==> src/rtl/hazard_ctrl.sv <==
// ID/EX hazard controller: load-use stall, taken-branch flush, data-memory freeze,
// registered EX operand forwarding selects and a saturating stall-cycle counter.
module hazard_ctrl #(
  parameter logic [2:0]  LOAD_SEL = 3'd1,
  parameter int unsigned CNT_W    = 16
) (
  input  logic             clk_i,
  input  logic             rst_n_i,
  input  logic [4:0]       id_reg1,
  input  logic [4:0]       id_reg2,
  input  logic             id_re1,
  input  logic             id_re2,
  input  logic             ex_have_inst,
  input  logic             ex_rf_we,
  input  logic [4:0]       ex_wr,
  input  logic [2:0]       ex_wd_sel,
  input  logic             ex_br_taken,
  input  logic             mem_rf_we,
  input  logic [4:0]       mem_wr,
  input  logic             dram_wait,
  output logic             pc_stall,
  output logic             ifid_stall,
  output logic             ifid_flush,
  output logic             idex_stall,
  output logic             idex_flush,
  output logic [1:0]       fwd_a_sel,
  output logic [1:0]       fwd_b_sel,
  output logic [CNT_W-1:0] stall_cnt
);

  typedef enum logic [1:0] {RUN, LD_STALL, BR_FLUSH, MEM_WAIT} state_t;

  state_t           r_state;
  state_t           w_next;
  state_t           w_prio_next;
  logic             w_lu;
  logic [1:0]       r_fwd_a;
  logic [1:0]       r_fwd_b;
  logic [CNT_W-1:0] r_cnt;

  // Youngest producer wins: EX result over MEM result; x0 never forwards.
  function automatic logic [1:0] fwd_sel(input logic [4:0] rs);
    if (ex_rf_we && ex_wr != 5'd0 && ex_wr == rs)        return 2'd1;
    else if (mem_rf_we && mem_wr != 5'd0 && mem_wr == rs) return 2'd2;
    else                                                  return 2'd0;
  endfunction

  assign w_lu = ex_have_inst && ex_rf_we && (ex_wd_sel == LOAD_SEL) && (ex_wr != 5'd0) &&
                ((id_re1 && ex_wr == id_reg1) || (id_re2 && ex_wr == id_reg2));

  always_ff @(posedge clk_i) begin
    if (!rst_n_i) r_state <= RUN;
    else          r_state <= w_next;
  end

  // Every state re-evaluates the same priority; the one-cycle states just fall back to RUN.
  always_comb begin
    w_prio_next = RUN;
    if (dram_wait)        w_prio_next = MEM_WAIT;
    else if (ex_br_taken) w_prio_next = BR_FLUSH;
    else if (w_lu)        w_prio_next = LD_STALL;
  end

  always_comb begin
    w_next = RUN;
    case (r_state)
      RUN, LD_STALL, BR_FLUSH, MEM_WAIT: w_next = w_prio_next;
      default:                           w_next = RUN;
    endcase
  end

  always_comb begin
    pc_stall   = 1'b0;
    ifid_stall = 1'b0;
    ifid_flush = 1'b0;
    idex_stall = 1'b0;
    idex_flush = 1'b0;
    if (rst_n_i) begin
      if (dram_wait) begin
        pc_stall   = 1'b1;
        ifid_stall = 1'b1;
        idex_stall = 1'b1;
      end else if (ex_br_taken) begin
        ifid_flush = 1'b1;
        idex_flush = 1'b1;
      end else if (w_lu) begin
        pc_stall   = 1'b1;
        ifid_stall = 1'b1;
        idex_flush = 1'b1;
      end
    end
  end

  always_ff @(posedge clk_i) begin
    if (!rst_n_i) begin
      r_fwd_a <= 2'd0;
      r_fwd_b <= 2'd0;
      r_cnt   <= '0;
    end else begin
      if (!idex_stall) begin
        if (idex_flush) begin
          r_fwd_a <= 2'd0;
          r_fwd_b <= 2'd0;
        end else begin
          r_fwd_a <= fwd_sel(id_reg1);
          r_fwd_b <= fwd_sel(id_reg2);
        end
      end
      if (pc_stall && r_cnt != {CNT_W{1'b1}}) r_cnt <= r_cnt + CNT_W'(1);
    end
  end

  assign fwd_a_sel = r_fwd_a;
  assign fwd_b_sel = r_fwd_b;
  assign stall_cnt = r_cnt;

endmodule

==> config.mk <==
export PLATFORM = sky130hd
export DESIGN_NAME = hazard_ctrl
export DESIGN_NICKNAME = d
export VERILOG_FILES = /design/src/rtl/hazard_ctrl.sv
export SDC_FILE = /design/constraint.sdc
export NUM_CORES = 1
export LEC_CHECK = 0
export BUFFER_PORTS_ARGS = -buffer_cell sky130_fd_sc_hd__buf_2
export CAP_MARGIN = 20
export CORE_ASPECT_RATIO = 0.6
export CORE_UTILIZATION = 40
export DETAILED_ROUTE_END_ITERATION = 12
export GPL_ROUTABILITY_DRIVEN = 0
export PLACE_DENSITY_LB_ADDON = 0.2
export SLEW_MARGIN = 15
export SYNTH_ARGS = -nofsm -noshare
export SYNTH_HDL_FRONTEND = slang
export SYNTH_SLANG_ARGS = --single-unit
==> constraint.sdc <==
create_clock -name clk_i -period 2.15 [get_ports clk_i]
set_input_delay 0.43 -clock clk_i [delete_from_list [all_inputs] [get_ports clk_i]]
set_output_delay 0.43 -clock clk_i [all_outputs]
set_load 0.05 [all_outputs]
==> flow_metrics.tcl <==
set metrics [dict create \
    outcome "finished with violations" \
    failed_checks "setup timing" \
    grt_remaining_overflow 0 \
    critical_path.max_stage_delay_ns 0.52 \
    final_layout_size_suffix_gt1_frac 0.509 \
    final.fill_count 236 \
    synth-main-ff-cell "sky130_fd_sc_hd__dfxtp_1" \
    grt_setup_unrepaired "yes" \
    drt_antenna_net_count 0 \
    synth_warnings 0 \
    gr-usage-met3 0.0642 \
    synthXorXnorAreaFrac 0.188 \
    critPathMaxFanout 2 \
    cts-root-to-sink-buffers 2 \
    post_drt_wl_per_cell_um 15.2 \
    r2r_start "stall_cnt[4]" \
    power_density_mw_per_mm2 454 \
    hp-class "register to register" \
    timing.rr.end "stall_cnt[3]" \
    drt_first_iter_violations 50 \
    synth_top_area_cell "sky130_fd_sc_hd__dfxtp_1" \
    drt-pass1-iter-count 4 \
    min_period_ns 2.34 \
    worstPathCellList "buf_6, or4_4, o21a_1, nand2_2, nor2_2, or2_4, and3_4, buf_6" \
    cts_root_buf "sky130_fd_sc_hd__clkbuf_8" \
    layout_worst_path_cycle_share 1.09 \
    finalMaxSlewViolations 0 \
    insertion_delay_ns 0.26 \
    drc 0 \
    synthesis.nets 187 \
    cpMaxStageDelayCell "sky130_fd_sc_hd__or4_4" \
    reg2reg_setup_slack_ns 0.18 \
    via_count_of_the_first_global_routing_pass 1333 \
    layout_setup_ws_ns -0.194 \
    worst_slew_pin_slew_ns 0.399 \
    io_pins 57 \
    initial_utilization 0.429 \
    clkSinkCount 20 \
    global_routing_s_busiest_layer "met2" \
    timing.critical_path.to_type "output port" \
    grt_use_total 0.253 \
    placed_area_sq_mm 0.00175 \
    die_height_um 45.4 \
    worst_ep_arrival_time_ns 1.91 \
    n_antenna_cell 0 \
    grt.met1_usage 0.353 \
    place_inst 267 \
    placement.io_buffers 56 \
    synth-async-reset-ratio 0 \
    worst-setup-path-type "input port to output port" \
    synth_adder_area_share 0.00996 \
    postSynthAreaPerCell_sq_um 8.16 \
    max_freq_ghz 0.427 \
    layout.cells.non_filler 276 \
    cts.clk_slew.worst_paths_ns 0.08 \
    max_slew_margin 0.732 \
    drv.max_cap_violation_count 0 \
    final_nets 268 \
    grt_max_degree 16 \
    post_cts_hold_buffer_count 0 \
    synthCells 154 \
    post_drt_via_cell_ratio 5.24 \
    layout.cells.most_common "sky130_fd_sc_hd__buf_2" \
    yosys-top-cells-area "sky130_fd_sc_hd__dfxtp_1, sky130_fd_sc_hd__xnor2_1, sky130_fd_sc_hd__xor2_1" \
    power.static_leakage_nw 0.899 \
    p_total_uw 911 \
    level_count_of_the_clock_h_tree 1 \
    post-synth-top-area-fraction 0.319 \
    placement_rows 15 \
    finalHoldViolations 0 \
    synth_area_sq_mm 0.00126 \
    beginning_of_the_critical_path "ex_wr[1]" \
    cp.buffers_inverters 2 \
    detailedPlace.worstSlack_ns -0.292 \
    finalInstanceArea_sq_mm 0.00201 \
    setup_tns_ns -0.194 \
    crit_top_cell "sky130_fd_sc_hd__buf_6" \
    synth-seq-cells 20 \
    synth.area.mux_share 0.0319 \
    dpl.hpwl_mm 3.09 \
    number_of_cell_instances_on_the_worst_register_to_register_path 7 \
    cp_data_required_time_ns 1.72 \
    antenna_found_initial 0 \
    global_route_wire_length_before_repair_mm 6.25 \
    cts_buffers 3 \
    critPathLaunchType "input port" \
    design.die.area_sq_mm 0.00338 \
    crit_path_end "idex_flush" \
    synth_edf_count 0 \
    totalWireLength_mm 4.20 \
    vias 1447 \
    seq_area_frac_synth 0.319 \
    gr-usage-met2 0.396 \
    worstSetupPathDepth 8 \
    timing.final.setup_violations 1 \
    die_width_um 74.3 \
    synth_cell_type_count 37 \
    timing.clock.skew_ns 0.00508 \
    path_delay_family "simple AND/OR/NAND/NOR gates" \
    design.core.area_sq_mm 0.00293 \
    area.growth.synth_to_final_pct 59.9 \
    synth-compound-area-share 0.109 \
    synth_top_family_by_area "simple AND/OR/NAND/NOR gates" \
    power.ir.vdd_worst_uv 261 \
    cts_tree "yes" \
    final_cell_mix "sky130_fd_sc_hd__buf_2, sky130_fd_sc_hd__buf_4, sky130_fd_sc_hd__nor2_1, sky130_fd_sc_hd__nand2_1, sky130_fd_sc_hd__dfxtp_1" \
    post_synthesis_simple_gate_area_fraction 0.311 \
]
[through the flow]
step	util	hold WS (ns)
floorplan	-	0.571
global placement	0.599	0.435
detailed placement	0.599	0.448
CTS	0.642	0.457
global route	0.686	0.505
finish	0.686	0.462
[logic make-up (layout without fill, tap and decap cells)]
group | after synthesis | in the layout
buffers and inverters | 9 | 89
AOI/OAI and AO/OA | 19 | 19
DFF | 20 | 20
adders and majority gates | 1 | 1
xor gates and xnor gates | 27 | 27
muxes | 4 | 4
and+or+nand+nor | 74 | 74
[worst register-to-register path, stage by stage (launching register included)]
cell                      delay, ns
sky130_fd_sc_hd__dfxtp_2       0.39
sky130_fd_sc_hd__and4_1        0.23
sky130_fd_sc_hd__and3_1        0.25
sky130_fd_sc_hd__nand4_1       0.16
sky130_fd_sc_hd__or2_0         0.31
sky130_fd_sc_hd__and2_1        0.26
sky130_fd_sc_hd__nand4_1       0.13
sky130_fd_sc_hd__mux2i_1       0.17
[where the power goes]
| part | leakage (nW) | total (mW) | switching, mW | internal [mW] |
|---|---|---|---|---|
| sequential | 0.166 | 0.375 | 0.00329 | 0.372 |
| combinational | 0.704 | 0.245 | 0.127 | 0.118 |
| clock | 0.0288 | 0.291 | 0.128 | 0.163 |
| total | 0.899 | 0.911 | 0.258 | 0.653 |
[repair_timing]
| item | CTS | global route |
|---|---|---|
| endpoints found under the setup margin | 3 | 11 |
| buffers inserted | 4 | 3 |
| gates resized for setup | 10 | 18 |
| pin swaps | 2 | 11 |
[per-layer routing]
metal | routed length [um] | vias up | share of wire
li1 | - | 711 | -
met1 | 2000 | 681 | 0.48
met2 | 1920 | 47 | 0.46
met5 | 0 | - | 0
met4 | 56 | 0 | 0.013
met3 | 230 | 8 | 0.055
[flip-flops by register name, summed over array words and instances (netlist names)]
signal	cells
fwd_b_sel	2
stall_cnt	16
fwd_a_sel	2
[how the worst min path moves through the flow]
stage	start	endpoint	slack, ns	cells after the start
floorplan	dram_wait	fwd_a_sel[0]	0.57	2
global route	stall_cnt[3]	stall_cnt[3]	0.50	1
global placement	stall_cnt[3]	stall_cnt[3]	0.44	1
finish	stall_cnt[3]	stall_cnt[3]	0.46	1
CTS	stall_cnt[3]	stall_cnt[3]	0.46	1
detailed placement	stall_cnt[3]	stall_cnt[3]	0.45	1
[area by class of cell]
| class | count | area, sq um | area share |
|---|---|---|---|
| Clock buffer | 4 | 55.1 | 0.0274 |
| Inverter | 3 | 16.3 | 0.00810 |
| Multi-Input combinational cell | 125 | 965 | 0.480 |
| Sequential cell | 20 | 415 | 0.207 |
| Tap cell | 42 | 52.6 | 0.0262 |
| Timing Repair Buffer | 82 | 504 | 0.251 |
[synth_stat cells, drive strengths merged, types with 2 or more instances]
cell type  number
nand4           8
dfxtp          20
mux2i           4
a32o            2
nand2          16
and4            2
xnor2          18
or3             5
nor2           16
nand3          11
o21ai           4
or2             2
and2            2
or4             2
a21oi           6
nor3            3
buf             3
inv             2
clkbuf          3
and3            5
xor2            9
No activity file was read; power rests on OpenSTA's default activity.
